===== src/rtl/lsu_pkg.sv =====
// lsu_pkg: shared types and helpers for the data-memory access controller.
//   lsu_op_t    - 4-bit access-type encodings (values above OP_LD are reserved)
//   lsu_state_t - controller sequencing states
//   LANE_*      - lane sizes in bytes
//   op_*        - small decode helpers shared by the controller and lane logic
package lsu_pkg;

   typedef enum logic [3:0] {
      OP_LB  = 4'b0000,
      OP_LH  = 4'b0001,
      OP_LW  = 4'b0010,
      OP_LBU = 4'b0011,
      OP_LHU = 4'b0100,
      OP_LWU = 4'b0101,
      OP_SD  = 4'b0110,
      OP_SW  = 4'b0111,
      OP_SH  = 4'b1000,
      OP_SB  = 4'b1001,
      OP_LD  = 4'b1010
   } lsu_op_t;

   typedef enum logic [2:0] {
      ST_IDLE = 3'd0,
      ST_RD   = 3'd1,
      ST_WAIT = 3'd2,
      ST_WR   = 3'd3,
      ST_RESP = 3'd4
   } lsu_state_t;

   localparam logic [3:0] LANE_B = 4'd1;
   localparam logic [3:0] LANE_H = 4'd2;
   localparam logic [3:0] LANE_W = 4'd4;
   localparam logic [3:0] LANE_D = 4'd8;

   // Access size in bytes; reserved encodings report a full word.
   function automatic logic [3:0] op_size(input logic [3:0] op);
      case (op)
         OP_LB, OP_LBU, OP_SB: return LANE_B;
         OP_LH, OP_LHU, OP_SH: return LANE_H;
         OP_LW, OP_LWU, OP_SW: return LANE_W;
         OP_LD, OP_SD:         return LANE_D;
         default:              return LANE_D;
      endcase
   endfunction

   function automatic logic op_reserved(input logic [3:0] op);
      return (op > 4'b1010);
   endfunction

   function automatic logic op_is_load(input logic [3:0] op);
      case (op)
         OP_LB, OP_LH, OP_LW, OP_LBU, OP_LHU, OP_LWU, OP_LD: return 1'b1;
         default:                                            return 1'b0;
      endcase
   endfunction

   function automatic logic op_is_signed(input logic [3:0] op);
      case (op)
         OP_LB, OP_LH, OP_LW: return 1'b1;
         default:             return 1'b0;
      endcase
   endfunction

   // Halfwords need an even offset, words need offset 0 or 4.
   function automatic logic op_misaligned(input logic [3:0] op, input logic [2:0] off);
      case (op_size(op))
         LANE_H:  return off[0];
         LANE_W:  return (off[1:0] != 2'b00);
         default: return 1'b0;
      endcase
   endfunction

endpackage


===== src/rtl/mem_access_ctrl_if.sv =====
// mem_access_ctrl_if: request, memory and response signals of the access controller.
//   req_*  - request handshake from the control unit (ready high only when idle)
//   mem_*  - 64-bit data-memory port (word address, read/write strobes, data)
//   resp_* - one-cycle completion pulse with extended load data and error flag
// Modports: master = requester/memory side, slave = controller.
interface mem_access_ctrl_if;
   logic        req_valid;
   logic        req_ready;
   logic [3:0]  req_op;
   logic [63:0] req_addr;
   logic [63:0] req_wdata;
   logic [63:0] mem_addr;
   logic        mem_rd;
   logic        mem_wr;
   logic [63:0] mem_wdata;
   logic [63:0] mem_rdata;
   logic        resp_valid;
   logic [63:0] resp_data;
   logic        resp_err;

   modport master (
      output req_valid, req_op, req_addr, req_wdata, mem_rdata,
      input  req_ready, mem_addr, mem_rd, mem_wr, mem_wdata,
             resp_valid, resp_data, resp_err
   );

   modport slave (
      input  req_valid, req_op, req_addr, req_wdata, mem_rdata,
      output req_ready, mem_addr, mem_rd, mem_wr, mem_wdata,
             resp_valid, resp_data, resp_err
   );
endinterface


===== src/rtl/lsu_lane.sv =====
// lsu_lane: combinational lane handling for one access.
//   op, off    - access type and byte offset within the 64-bit word
//   rdata      - word read from memory
//   wdata      - store source; its low bytes are merged into the lane
//   load_data  - selected lane, sign- or zero-extended to 64 bits
//   store_data - rdata with the selected lane replaced by wdata
// The offset is always truncated to natural alignment; misaligned accesses that
// must trap never reach this logic.
module lsu_lane
   import lsu_pkg::*;
(
   input  logic [3:0]  op,
   input  logic [2:0]  off,
   input  logic [63:0] rdata,
   input  logic [63:0] wdata,
   output logic [63:0] load_data,
   output logic [63:0] store_data
);

   logic [3:0]  size_s;
   logic [2:0]  off_al_s;
   logic [63:0] size_mask_s;
   logic [5:0]  shamt_s;
   logic [63:0] lane_s;
   logic        msb_s;

   assign size_s = op_size(op);

   // Aligned offset and lane mask for the access size.
   always_comb begin
      off_al_s    = 3'b000;
      size_mask_s = 64'hFFFF_FFFF_FFFF_FFFF;
      case (size_s)
         LANE_B: begin
            off_al_s    = off;
            size_mask_s = 64'h0000_0000_0000_00FF;
         end
         LANE_H: begin
            off_al_s    = {off[2:1], 1'b0};
            size_mask_s = 64'h0000_0000_0000_FFFF;
         end
         LANE_W: begin
            off_al_s    = {off[2], 2'b00};
            size_mask_s = 64'h0000_0000_FFFF_FFFF;
         end
         default: begin
            off_al_s    = 3'b000;
            size_mask_s = 64'hFFFF_FFFF_FFFF_FFFF;
         end
      endcase
   end

   assign shamt_s = {off_al_s, 3'b000};
   assign lane_s  = (rdata >> shamt_s) & size_mask_s;

   // Sign bit of the extracted lane; a full word never needs extension.
   always_comb begin
      msb_s = 1'b0;
      case (size_s)
         LANE_B:  msb_s = lane_s[7];
         LANE_H:  msb_s = lane_s[15];
         LANE_W:  msb_s = lane_s[31];
         default: msb_s = 1'b0;
      endcase
   end

   // Fill bits above the lane with copies of its MSB for signed loads.
   always_comb begin
      load_data = lane_s;
      if (op_is_signed(op) && msb_s) begin
         load_data = lane_s | ~size_mask_s;
      end else begin
         load_data = lane_s;
      end
   end

   assign store_data = (rdata & ~(size_mask_s << shamt_s)) |
                       ((wdata & size_mask_s) << shamt_s);

endmodule


===== src/rtl/mem_access_ctrl.sv =====
// mem_access_ctrl: sequential data-memory access controller.
//   clock, reset - rising-edge clock, asynchronous active-high reset
//   bus          - mem_access_ctrl_if.slave (request, memory and response signals)
// Parameter MEM_LAT (1..4): cycles from mem_rd to valid mem_rdata.
// Macro MISALIGN_TRAP_EN: when defined, misaligned halfword/word accesses are
// answered with resp_err and no memory traffic; otherwise the offset is
// truncated to natural alignment.
// All outputs are registered from the next state, so each strobe is high
// exactly while the FSM sits in the matching state.
module mem_access_ctrl
   import lsu_pkg::*;
#(
   parameter int MEM_LAT = 1
)
(
   input  logic            clock,
   input  logic            reset,
   mem_access_ctrl_if.slave bus
);

   localparam logic [2:0] LAT_LAST = 3'(MEM_LAT - 1);

   lsu_state_t  state_r;
   lsu_state_t  state_next_s;
   logic [3:0]  op_r;
   logic [2:0]  off_r;
   logic [63:0] wdata_r;
   logic [2:0]  wait_cnt_r;
   logic        wait_last_s;
   logic        trap_s;
   logic        req_err_s;
   logic        accept_s;
   logic [63:0] load_data_s;
   logic [63:0] store_data_s;

   logic        req_ready_r;
   logic [63:0] mem_addr_r;
   logic        mem_rd_r;
   logic        mem_wr_r;
   logic [63:0] mem_wdata_r;
   logic        resp_valid_r;
   logic [63:0] resp_data_r;
   logic        resp_err_r;

`ifdef MISALIGN_TRAP_EN
   assign trap_s = op_misaligned(bus.req_op, bus.req_addr[2:0]);
`else
   assign trap_s = 1'b0;
`endif

   assign req_err_s   = op_reserved(bus.req_op) | trap_s;
   assign accept_s    = (state_r == ST_IDLE) && bus.req_valid;
   assign wait_last_s = (wait_cnt_r == LAT_LAST);

   lsu_lane u_lane (
      .op         (op_r),
      .off        (off_r),
      .rdata      (bus.mem_rdata),
      .wdata      (wdata_r),
      .load_data  (load_data_s),
      .store_data (store_data_s)
   );

   // State register.
   always_ff @(posedge clock or posedge reset) begin
      if (reset) begin
         state_r <= ST_IDLE;
      end else begin
         state_r <= state_next_s;
      end
   end

   // Next-state decode.
   always_comb begin
      state_next_s = state_r;
      case (state_r)
         ST_IDLE: begin
            if (!bus.req_valid) begin
               state_next_s = ST_IDLE;
            end else if (req_err_s) begin
               state_next_s = ST_RESP;
            end else if (bus.req_op == OP_SD) begin
               state_next_s = ST_WR;
            end else begin
               state_next_s = ST_RD;
            end
         end
         ST_RD: begin
            state_next_s = ST_WAIT;
         end
         ST_WAIT: begin
            if (!wait_last_s) begin
               state_next_s = ST_WAIT;
            end else if (op_is_load(op_r)) begin
               state_next_s = ST_RESP;
            end else begin
               state_next_s = ST_WR;
            end
         end
         ST_WR: begin
            state_next_s = ST_RESP;
         end
         ST_RESP: begin
            state_next_s = ST_IDLE;
         end
         default: begin
            state_next_s = ST_IDLE;
         end
      endcase
   end

   // Latch the accepted request and count read latency.
   always_ff @(posedge clock or posedge reset) begin
      if (reset) begin
         op_r       <= 4'b0000;
         off_r      <= 3'b000;
         wdata_r    <= 64'h0;
         mem_addr_r <= 64'h0;
         wait_cnt_r <= 3'd0;
      end else begin
         if (accept_s) begin
            op_r       <= bus.req_op;
            off_r      <= bus.req_addr[2:0];
            wdata_r    <= bus.req_wdata;
            mem_addr_r <= {bus.req_addr[63:3], 3'b000};
         end
         if ((state_r == ST_WAIT) && !wait_last_s) begin
            wait_cnt_r <= wait_cnt_r + 3'd1;
         end else begin
            wait_cnt_r <= 3'd0;
         end
      end
   end

   // Strobes and ready follow the state being entered.
   always_ff @(posedge clock or posedge reset) begin
      if (reset) begin
         req_ready_r  <= 1'b1;
         mem_rd_r     <= 1'b0;
         mem_wr_r     <= 1'b0;
         resp_valid_r <= 1'b0;
         resp_err_r   <= 1'b0;
      end else begin
         req_ready_r  <= (state_next_s == ST_IDLE);
         mem_rd_r     <= (state_next_s == ST_RD);
         mem_wr_r     <= (state_next_s == ST_WR);
         resp_valid_r <= (state_next_s == ST_RESP);
         // RESP is only entered straight from IDLE for an error.
         resp_err_r   <= (state_next_s == ST_RESP) && (state_r == ST_IDLE);
      end
   end

   // Write word (full for sd, merged for sub-word stores) and load result.
   always_ff @(posedge clock or posedge reset) begin
      if (reset) begin
         mem_wdata_r <= 64'h0;
         resp_data_r <= 64'h0;
      end else begin
         if (accept_s && !req_err_s && (bus.req_op == OP_SD)) begin
            mem_wdata_r <= bus.req_wdata;
         end else if ((state_r == ST_WAIT) && wait_last_s && !op_is_load(op_r)) begin
            mem_wdata_r <= store_data_s;
         end
         // Only a load reaches RESP from WAIT; stores and errors return 0.
         if (state_next_s == ST_RESP) begin
            resp_data_r <= (state_r == ST_WAIT) ? load_data_s : 64'h0;
         end
      end
   end

   assign bus.req_ready  = req_ready_r;
   assign bus.mem_addr   = mem_addr_r;
   assign bus.mem_rd     = mem_rd_r;
   assign bus.mem_wr     = mem_wr_r;
   assign bus.mem_wdata  = mem_wdata_r;
   assign bus.resp_valid = resp_valid_r;
   assign bus.resp_data  = resp_data_r;
   assign bus.resp_err   = resp_err_r;

endmodule


===== src/flat_wrapper.sv =====
// flat-port wrapper written by rule: the top's interface ports become plain ports
module mem_access_ctrl_flat import lsu_pkg::*;
#(
   parameter int MEM_LAT = 1
)
  (clock, reset, bus_req_valid, bus_req_op, bus_req_addr, bus_req_wdata, bus_mem_rdata, bus_req_ready, bus_mem_addr, bus_mem_rd, bus_mem_wr, bus_mem_wdata, bus_resp_valid, bus_resp_data, bus_resp_err);
  mem_access_ctrl_if bus_i ();
  input  logic clock;
  input  logic reset;
  input wire logic [$bits(bus_i.req_valid)-1:0] bus_req_valid;
  input wire logic [$bits(bus_i.req_op)-1:0] bus_req_op;
  input wire logic [$bits(bus_i.req_addr)-1:0] bus_req_addr;
  input wire logic [$bits(bus_i.req_wdata)-1:0] bus_req_wdata;
  input wire logic [$bits(bus_i.mem_rdata)-1:0] bus_mem_rdata;
  output wire logic [$bits(bus_i.req_ready)-1:0] bus_req_ready;
  output wire logic [$bits(bus_i.mem_addr)-1:0] bus_mem_addr;
  output wire logic [$bits(bus_i.mem_rd)-1:0] bus_mem_rd;
  output wire logic [$bits(bus_i.mem_wr)-1:0] bus_mem_wr;
  output wire logic [$bits(bus_i.mem_wdata)-1:0] bus_mem_wdata;
  output wire logic [$bits(bus_i.resp_valid)-1:0] bus_resp_valid;
  output wire logic [$bits(bus_i.resp_data)-1:0] bus_resp_data;
  output wire logic [$bits(bus_i.resp_err)-1:0] bus_resp_err;
  assign bus_i.req_valid = bus_req_valid;
  assign bus_i.req_op = bus_req_op;
  assign bus_i.req_addr = bus_req_addr;
  assign bus_i.req_wdata = bus_req_wdata;
  assign bus_i.mem_rdata = bus_mem_rdata;
  assign bus_req_ready = bus_i.req_ready;
  assign bus_mem_addr = bus_i.mem_addr;
  assign bus_mem_rd = bus_i.mem_rd;
  assign bus_mem_wr = bus_i.mem_wr;
  assign bus_mem_wdata = bus_i.mem_wdata;
  assign bus_resp_valid = bus_i.resp_valid;
  assign bus_resp_data = bus_i.resp_data;
  assign bus_resp_err = bus_i.resp_err;
  mem_access_ctrl #(.MEM_LAT(MEM_LAT)) u_core (.clock(clock), .reset(reset), .bus(bus_i));
endmodule

===== config.mk =====
export PLATFORM = sky130hd
export DESIGN_NAME = mem_access_ctrl_flat
export DESIGN_NICKNAME = d
export VERILOG_FILES = /design/src/rtl/lsu_pkg.sv /design/src/rtl/mem_access_ctrl_if.sv /design/src/rtl/lsu_lane.sv /design/src/rtl/mem_access_ctrl.sv /design/src/flat_wrapper.sv
export SDC_FILE = /design/constraint.sdc
export NUM_CORES = 1
export LEC_CHECK = 0
export ABC_AREA = 1
export CAP_MARGIN = 20
export CORE_MARGIN = 3
export CORE_UTILIZATION = 44
export DETAILED_ROUTE_END_ITERATION = 8
export GPL_TIMING_DRIVEN = 1
export PLACE_DENSITY = 0.86
export SYNTH_ARGS = -nofsm -noshare
export SYNTH_HDL_FRONTEND = slang
export SYNTH_SLANG_ARGS = --single-unit

===== constraint.sdc =====
create_clock -name clock -period 10.1 [get_ports clock]
set_clock_uncertainty 0.15 [all_clocks]
set_input_delay 2.02 -clock clock [delete_from_list [all_inputs] [get_ports clock]]
set_output_delay 2.02 -clock clock [all_outputs]
set_load 0.02 [all_outputs]

# Word-level counts from Yosys, hierarchy flattened
# Memory sizes are Yosys's and may differ from the RTL's.
# Index checks and enable logic that the tools add are counted.
# totals
reg_bits	271
mem_bits_ro	64
in_bits	199
out_inout_bits	197
wordCells	79
mem_count	1
# mem_list
name	words	word_bits	read_ports	rd_clocked_by_memory_dff	wr	line	text
(name not given)	16	4	1	0	0	lsu_pkg.sv:37	case (op)
# op_classes
add_sub_neg	1
magnitude_cmp	1
n_eq_ne	16
n_shift	3
n_mux	19
n_bitwise	7
reduce_logical	18
# ops
op	n
2-to-1 mux 64 bit	4
bitwise AND 64 bit	3
one-hot mux 64 bit (3 select lines)	1
inverter 64 bit	2
OR 64 bit	2
left shift 64 x 6 -> 64 bit	2
>> shifter 64 x 6 -> 64 bit	1
== test 4 x 3 -> 1 bit (second input constant)	4
2-to-1 mux 3 bit	5
== test 4 x 2 -> 1 bit (second input constant)	3
one-hot mux 3 bit (4 select lines)	1
== test 3 x 2 -> 1 bit (second input constant)	3
logical NOT 3 bit	3
one-hot mux 3 bit (3 select lines)	1
== test 4 x 1 -> 1 bit (second input constant)	2
logical AND 1 bit	8
OR reduction 7 bit	1
== test 3 x 1 -> 1 bit (second input constant)	2
2-to-1 mux 1 bit	5
== test 4 bit (second input constant)	1
> comparator 4 bit (second input constant)	1
logical NOT 4 bit	1
adder 3 x 1 -> 3 bit (second input constant)	1
== test 3 bit (second input constant)	1
other kinds (5)	7

# Depth between registers and ports, before layout
# Gate-level depths: netlist (run 1).
# logic_depth
word_depth	10
depth_mapped	20
ltp_nobuf	18

# Modules after synthesis
# A second synthesis (run 1) with hierarchy kept.
# hier_totals
cells_unflattened	2147
hier_area_um2	15230.9
# modules_own_cells
module	instances	cells_each	area_per_inst_um2	seq_area_each_um2
mem_access_ctrl	1	1438	11627.4	6782.8
lsu_lane	1	709	3603.5	0.0

# Worst setup path after synthesis (run 1)
# OpenSTA, ideal clock, no wires.
# synth_path
path_type	input-to-reg
from	input bus_req_valid
to	register u_core.mem_wdata_r[40] (netlist: u_core.bus.mem_wdata[40])
setup_time_ps	66
arrival_time_ps	3471
t_required_ps	9884
path_slack_ps	6413
path_stages	9
path_buffers	2
cell_sequence	nand3_1 > clkinv_1 > nand2_1 > nand2_1 > clkinv_1 > clkbuf_1 > clkbuf_1 > nand2_1 > nand2_1
# synth_between
elab_chain_len	4
elab_cells_between_ends	5
cone_classes	mux: 1; reduce/logical: 4
# synth_lines
element	line	text
from (decl)	flat_wrapper.sv:10	input wire logic [$bits(bus_i.req_valid)-1:0] bus_req_valid;
logical AND 1 bit (*)	mem_access_ctrl.sv:52	assign accept_s = (state_r == ST_IDLE) && bus.req_valid;
logical AND 1 bit (*) (2 in a row)	mem_access_ctrl.sv:159	if (accept_s && !req_err_s && (bus.req_op == OP_SD)) begin
2-to-1 mux 64 bit / nonzero test 2 bit (equally long branches)	n/a	
to (signal assigned)	mem_access_ctrl.sv:160	mem_wdata_r <= bus.req_wdata;
to (signal assigned)	mem_access_ctrl.sv:162	mem_wdata_r <= store_data_s;
to (decl)	mem_access_ctrl.sv:40	logic [63:0] mem_wdata_r;
# Mark *: on every way between the ends. The rest lies on a longest branch, timed or not.
# A chain may end at the register's enable or synchronous reset.

# Worst setup path in the final report (run 1)
# layout_path
from	input bus_req_valid
to	register u_core.mem_wdata_r[15] (netlist: u_core.bus.mem_wdata[15])
# The elaborated chain is that of the path after synthesis.

==> impl_metrics.yaml, run 1 <==
clock_network:
  post_cts_buffers: 0
  numCtsBuffers: 30
  cts_hold_buf: 0
  tritoncts: "done"
  cts_resized: 0
  insertion_delay_ps: 570
  clk_pin_slew_ps: 60
  clockRootBuffer: "clkbuf_16"
  cts_buffer_depth: 3
  htreeDepth: 1
  clock_sinks: 271
detailed_routing:
  wl_mm: 55.4
  drt_iter0_drc: 2082
  drt_first_pass_iters: 7
  avgRoutedWirePerCell_um: 21.3
  drc: 0
  vias: 14999
  vias_per_cell: 5.76
  ant_nets: 0
global_routing:
  grt_use_total_pct: 31.7
  grt_pass1_vias: 14481
  grt_max_degree: 143
  grt_antenna_before_repair: 10
  grt_overflow: 0
  grt_pass1_wl_mm: 83.4
setup_path:
  rrSetupSlack_ps: 5760
  worst-path-buf-inv: 5
  slowest_stage: "nand2_1"
  cp_max_fo: 69
  reg2reg_to: "u_core.bus.mem_wdata[33]"
  cp_top_family: "buffers and inverters"
  cp-end-kind: "register"
  reg2reg_depth: 16
  r2r-start: "u_core.op_r[1]"
  path_cells: "clkdlybuf4s50_1, nand3_4, inv_4, nand2_1, buf_4, nand2_1, clkinv_1, buf_4, o21ai_0"
  slowest_delay_ps: 770
  setup.worst_path.class: "input port to register"
  worstPathRequired_ps: 10370
  crit_path_start_kind: "input port"
  worstPathArrival_ps: 5560
timing:
  post-route-period-util_pct: 52.4
  max_freq_mhz: 189
  finalHoldViolCount: 0
  finalCriticalPeriod_ps: 5290
  slew_violations: 0
  setup_viol_count_final: 0
  hold_ws_ps: 322
  tightest_slew_ps: 1090
  relSlewSlack_pct: 27.2
  setup_tns_ps: 0
  rsz0062_at_grt: "false"
  layout_setup_ws_ps: 4810
placement:
  io_buffers: 392
  numPlacedInstances: 2541
  pre_cts_ws_ps: 4320
  place_congestion: 1.02
  hpwl_mm: 40.2
power:
  comb_power_share_pct: 58.6
  powerDensity_mw_per_mm2: 380
  switching_share_pct: 49.3
  switchingPower_mw: 3.56
  p_leak_nw: 9.17
  p_int_mw: 3.67
  ir_worst_vdd_v: 0.000213
  seq_power_share_pct: 25.7
  power.share.clock_pct: 15.7
die:
  ios: 396
  fp.dieArea_mm2: 0.0340
  die_w_um: 184
  initial_core_util_pct: 45.2
  fp.dieH_um: 184
  core_mm2: 0.0310
  num_rows: 64
worst_hold_path:
  min_from: "u_core.wait_cnt_r[0]"
  whs_path_depth: 1
  hold_end: "u_core.wait_cnt_r[0]"
  worst_hold_path_type: "register to register"
logic_synthesis:
  yosysMostFrequentCell: "nand2_1"
  ys_warn_count: 0
  ys_seq_elements: 271
  syn-cell-area_mm2: 0.0140
  synthArstFlopShare_pct: 100
  synth_flop_cell: "dfrtp_1"
  seq_area_frac_synth_pct: 48.5
  synth_edf_count: 0
  synth_common_cells: "nand2_1, dfrtp_1, o21ai_0, nand3_1, inv_1"
  synth_top_area_cell: "dfrtp_1"
  ys_top_cells_by_area: "dfrtp_1, nand2_1, o21ai_0, nand3_1, inv_1"
  synthCells: 1862
  synth.top_cell.area_share_pct: 48.3
  post_synth.cell_area_avg_um2: 7.52
  ys_types: 44
cells_and_area:
  drive_gt1_share_pct: 4.77
  areaGrowthSynthToFinish_pct: 36.1
  nets: 2385
  fin_cells: 2605
job:
  drv_cap: 0
outcome:
  run_status: "finished, final reports clean"
==> power by group through the flow <==
stage | sequential [mW] | clock, mW | combinational [mW]
final | 1.86 | 1.13 | 4.24
after global routing | 1.91 | 1.19 | 4.58
after CTS | 1.85 | 1.15 | 4.14
after detailed placement | 1.85 | 0 | 4.12
after global placement | 1.85 | 0 | 4.04
after floorplan | 2.15 | 0 | 2.36
==> worst max-delay path by stage <==
stage	startpoint	endpoint	slack (ps)	cells past startpoint
finish	bus_req_valid	u_core.bus.mem_wdata[15]	4810	9
global route	bus_req_valid	u_core.bus.mem_wdata[12]	4640	9
CTS	bus_req_valid	u_core.bus.mem_wdata[49]	4930	11
detailed placement	bus_req_valid	u_core.bus.mem_wdata[11]	4320	9
global placement	bus_req_valid	u_core.bus.mem_wdata[49]	4490	11
floorplan	reset	u_core.bus.mem_addr[10]	460	1
==> layout make-up <==
type	instances	area, um^2
well taps	396	495
clock buffers	40	848
multi-input cells	1356	6230
fillers	2686	11900
flip-flops and latches	271	6780
diodes	9	22.5
inverters	113	434
repair buffers	407	4060
clock inverters	13	174
==> registers in the layout, indices dropped and copies added (netlist names) <==
register,flops
u_core.off_r,3
u_core.bus.req_ready,1
u_core.bus.mem_wr,1
u_core.wdata_r,64
u_core.bus.resp_data,64
u_core.wait_cnt_r,3
u_core.bus.mem_addr,61
u_core.bus.mem_wdata,64
u_core.op_r,4
u_core.state_r,3
u_core.bus.resp_valid,1
u_core.bus.resp_err,1
u_core.bus.mem_rd,1
==> layer usage <==
layer | GRT usage [%] | wire (um) | up-vias | share of wire (%)
met1 | 38.5 | 19300 | 6923 | 35
met3 | 8.74 | 6870 | 240 | 12
met4 | 20.1 | 3990 | 2 | 7.2
met2 | 49.8 | 25200 | 1131 | 45
met5 | 0 | 13 | - | 0.023
li1 | - | - | 6703 | -
==> cell families (layout without fill, tap and decap cells) <==
| group | after synthesis | count (layout) | share of synthesized area, % |
|---|---|---|---|
| AND/OR/NAND/NOR | 993 | 993 | 28.8 |
| flip-flops | 271 | 271 | 48.5 |
| AO/OA/AOI/OAI | 348 | 348 | 14.5 |
| XOR/XNOR | 1 | 1 | 0.0626 |
| multiplexers | 4 | 4 | 0.286 |
| other | 1 | 12 | 0.0268 |
| adder cells (fa/ha/maj) | 7 | 7 | 0.626 |
| buffers and inverters | 237 | 573 | 7.26 |
==> stage by stage <==
step	power, mW	utilization, %	area, um^2
3_5_place_dp	5.97	58.0	18000
2_1_floorplan	4.51	-	14000
4_1_cts	7.13	61.3	19000
5_1_grt	7.68	61.5	19100
6_report	7.23	61.5	19100
3_3_place_gp	5.88	58.0	18000
==> cells in the final DEF, fill, tap and decap left out, types with 3 or more instances in the layout <==
| master | Yosys | layout |
|---|---|---|
| bufinv_16 | 0 | 3 |
| mux2i_1 | 4 | 4 |
| clkbuf_8 | 0 | 6 |
| nor3_2 | 2 | 3 |
| nand3_2 | 3 | 4 |
| clkinv_1 | 4 | 3 |
| nor3_1 | 4 | 3 |
| a22oi_1 | 12 | 12 |
| clkbuf_1 | 72 | 4 |
| or2_2 | 3 | 3 |
| buf_4 | 9 | 12 |
| o21ai_0 | 150 | 150 |
| inv_2 | 7 | 7 |
| o221ai_1 | 9 | 9 |
| a21oi_1 | 65 | 65 |
| o21bai_1 | 5 | 5 |
| o31ai_1 | 4 | 4 |
| nor2_1 | 40 | 39 |
| clkbuf_16 | 0 | 30 |
| nand2_4 | 4 | 4 |
| clkinv_2 | 0 | 6 |
| o211ai_1 | 47 | 47 |
| ha_1 | 7 | 7 |
| o21ai_1 | 6 | 6 |
| a31oi_1 | 10 | 10 |
| clkdlybuf4s50_1 | 0 | 392 |
| nand2_1 | 787 | 787 |
| dfrtp_1 | 270 | 270 |
| conb_1 | 1 | 3 |
| nand3_1 | 135 | 133 |
| diode_2 | 0 | 9 |
| nand2_2 | 9 | 9 |
| inv_1 | 102 | 101 |
| o22ai_1 | 32 | 32 |
Note: power is estimated with default switching activity, not from simulation.
==> inputs of run 2 (changes only) <==
==> constraint.sdc (replaced) <==
create_clock -name clock -period 4.8 [get_ports clock]
set_clock_uncertainty 0.15 [all_clocks]
set_input_delay 0.96 -clock clock [delete_from_list [all_inputs] [get_ports clock]]
set_output_delay 0.96 -clock clock [all_outputs]
set_load 0.02 [all_outputs]
==> impl_metrics.yaml, run 2 (synthesis results as in run 1) <==
outcome:
  run_status: "finished, final reports clean"
setup_path:
  crit_path_start_kind: "register"
  cp_max_fo: 21
  setup.worst_path.class: "register to register"
  cp-end-kind: "register"
  worstPathArrival_ps: 4230
  worstPathRequired_ps: 5080
detailed_routing:
  ant_nets: 0
  vias_per_cell: 5.69
  drt_iter0_drc: 1860
  wl_mm: 56.6
  drt_first_pass_iters: 6
  avgRoutedWirePerCell_um: 21.6
  drc: 0
  vias: 14878
placement:
  hpwl_mm: 40.9
  io_buffers: 392
  place_congestion: 0.987
  numPlacedInstances: 2550
timing:
  setup_tns_ps: 0
  slew_violations: 0
  hold_ws_ps: 306
  post-route-period-util_pct: 82.3
  finalHoldViolCount: 0
  relSlewSlack_pct: 29.6
  finalCriticalPeriod_ps: 3950
  rsz0062_at_grt: "false"
  tightest_slew_ps: 1050
  max_freq_mhz: 253
  setup_viol_count_final: 0
global_routing:
  grt_max_degree: 111
  grt_pass1_vias: 14415
  grt_use_total_pct: 32.4
  grt_antenna_before_repair: 14
  grt_overflow: 0
  grt_pass1_wl_mm: 84.8
power:
  p_leak_nw: 9.22
  powerDensity_mw_per_mm2: 805
  power_mw: 15.4
  ir_worst_vdd_v: 0.000464
die:
  fp.dieH_um: 184
  die_w_um: 184
  core_mm2: 0.0310
  initial_core_util_pct: 45.2
  num_rows: 64
  fp.dieArea_mm2: 0.0340
  ios: 396
clock_network:
  cts_buffer_depth: 3
  tritoncts: "done"
  post_cts_buffers: 0
  insertion_delay_ps: 560
  clockRootBuffer: "clkbuf_16"
  cts_hold_buf: 0
  cts_resized: 0
  htreeDepth: 1
  clk_pin_slew_ps: 60
  clock_sinks: 271
  numCtsBuffers: 30
cells_and_area:
  fin_cells: 2617
  areaGrowthSynthToFinish_pct: 36.9
  nets: 2392
  n_fill_cell: 2646
  multi_input_area_mm2: 0.00623
  final_util_pct: 61.8
  drive_gt1_share_pct: 4.94
  register_area_mm2: 0.00678
  final_common_cell: "nand2_1"
  mostFrequentLayoutCells: "nand2_1, clkdlybuf4s50_1, dfrtp_1"
job:
  drv_cap: 0
worst_hold_path:
  worst_hold_path_type: "register to register"
==> run 2: routing by layer <==
metal / global-route usage, % / routed length (um) / vias to the layer above
li1: - / - / 6721
met1: 39.9 / 19900 / 6894
met2: 52.1 / 26100 / 1039
met3: 8.37 / 6840 / 222
met4: 18.2 / 3750 / 2
met5: 0 / 11 / -
==> run 2: layout make-up <==
| class | instances | area share, % |
|---|---|---|
| sequential | 271 | 35.4 |
| multi-input combinational | 1356 | 32.5 |
| timing repair buffer | 414 | 21.6 |
| clock buffer | 46 | 4.71 |
| tap | 396 | 2.59 |
| inverter | 113 | 2.25 |
| clock inverter | 8 | 0.751 |
| antenna | 13 | 0.170 |
==> run 2: final timing paths <==
path | to | slack, ps | cells after the start | startpoint
hold / removal | u_core.wait_cnt_r[0] | 310 | 1 | u_core.wait_cnt_r[0]
min in group asynchronous | u_core.bus.mem_wdata[9] | 610 | 2 | reset
setup reg to reg | u_core.bus.mem_wdata[1] | 850 | 14 | u_core.op_r[1]
hold reg to reg | u_core.wait_cnt_r[0] | 310 | 1 | u_core.wait_cnt_r[0]
setup / recovery | u_core.bus.mem_wdata[1] | 850 | 14 | u_core.op_r[1]
max in group asynchronous | u_core.wdata_r[56] | 2960 | 3 | reset
==> run 2: critical path: stages, from the launching register on <==
cell,delay (ps)
dfrtp_1,440
inv_1,130
ha_1,230
nand2_1,110
nand3_2,100
nand2_4,80
nand2_1,80
nor2_2,40
buf_4,210
nand2_1,100
nand3_2,450
nor3_1,990
inv_1,320
o21ai_0,270
o211ai_1,110
==> run 2: through the flow <==
step | area, um^2 | setup slack (ps)
global route | 19200 | 673
CTS | 19100 | 1030
detailed placement | 18100 | 1070
global placement | 18100 | 1220
finish | 19200 | 849
floorplan | 14000 | 109
==> run 2: power breakdown <==
part	switching, mW	internal (mW)	leakage [nW]	total, mW
sequential	0.653	3.26	3.41	3.91
clock	0.962	1.50	0.515	2.46
combinational	5.97	3.09	5.29	9.06
total	7.58	7.84	9.22	15.4
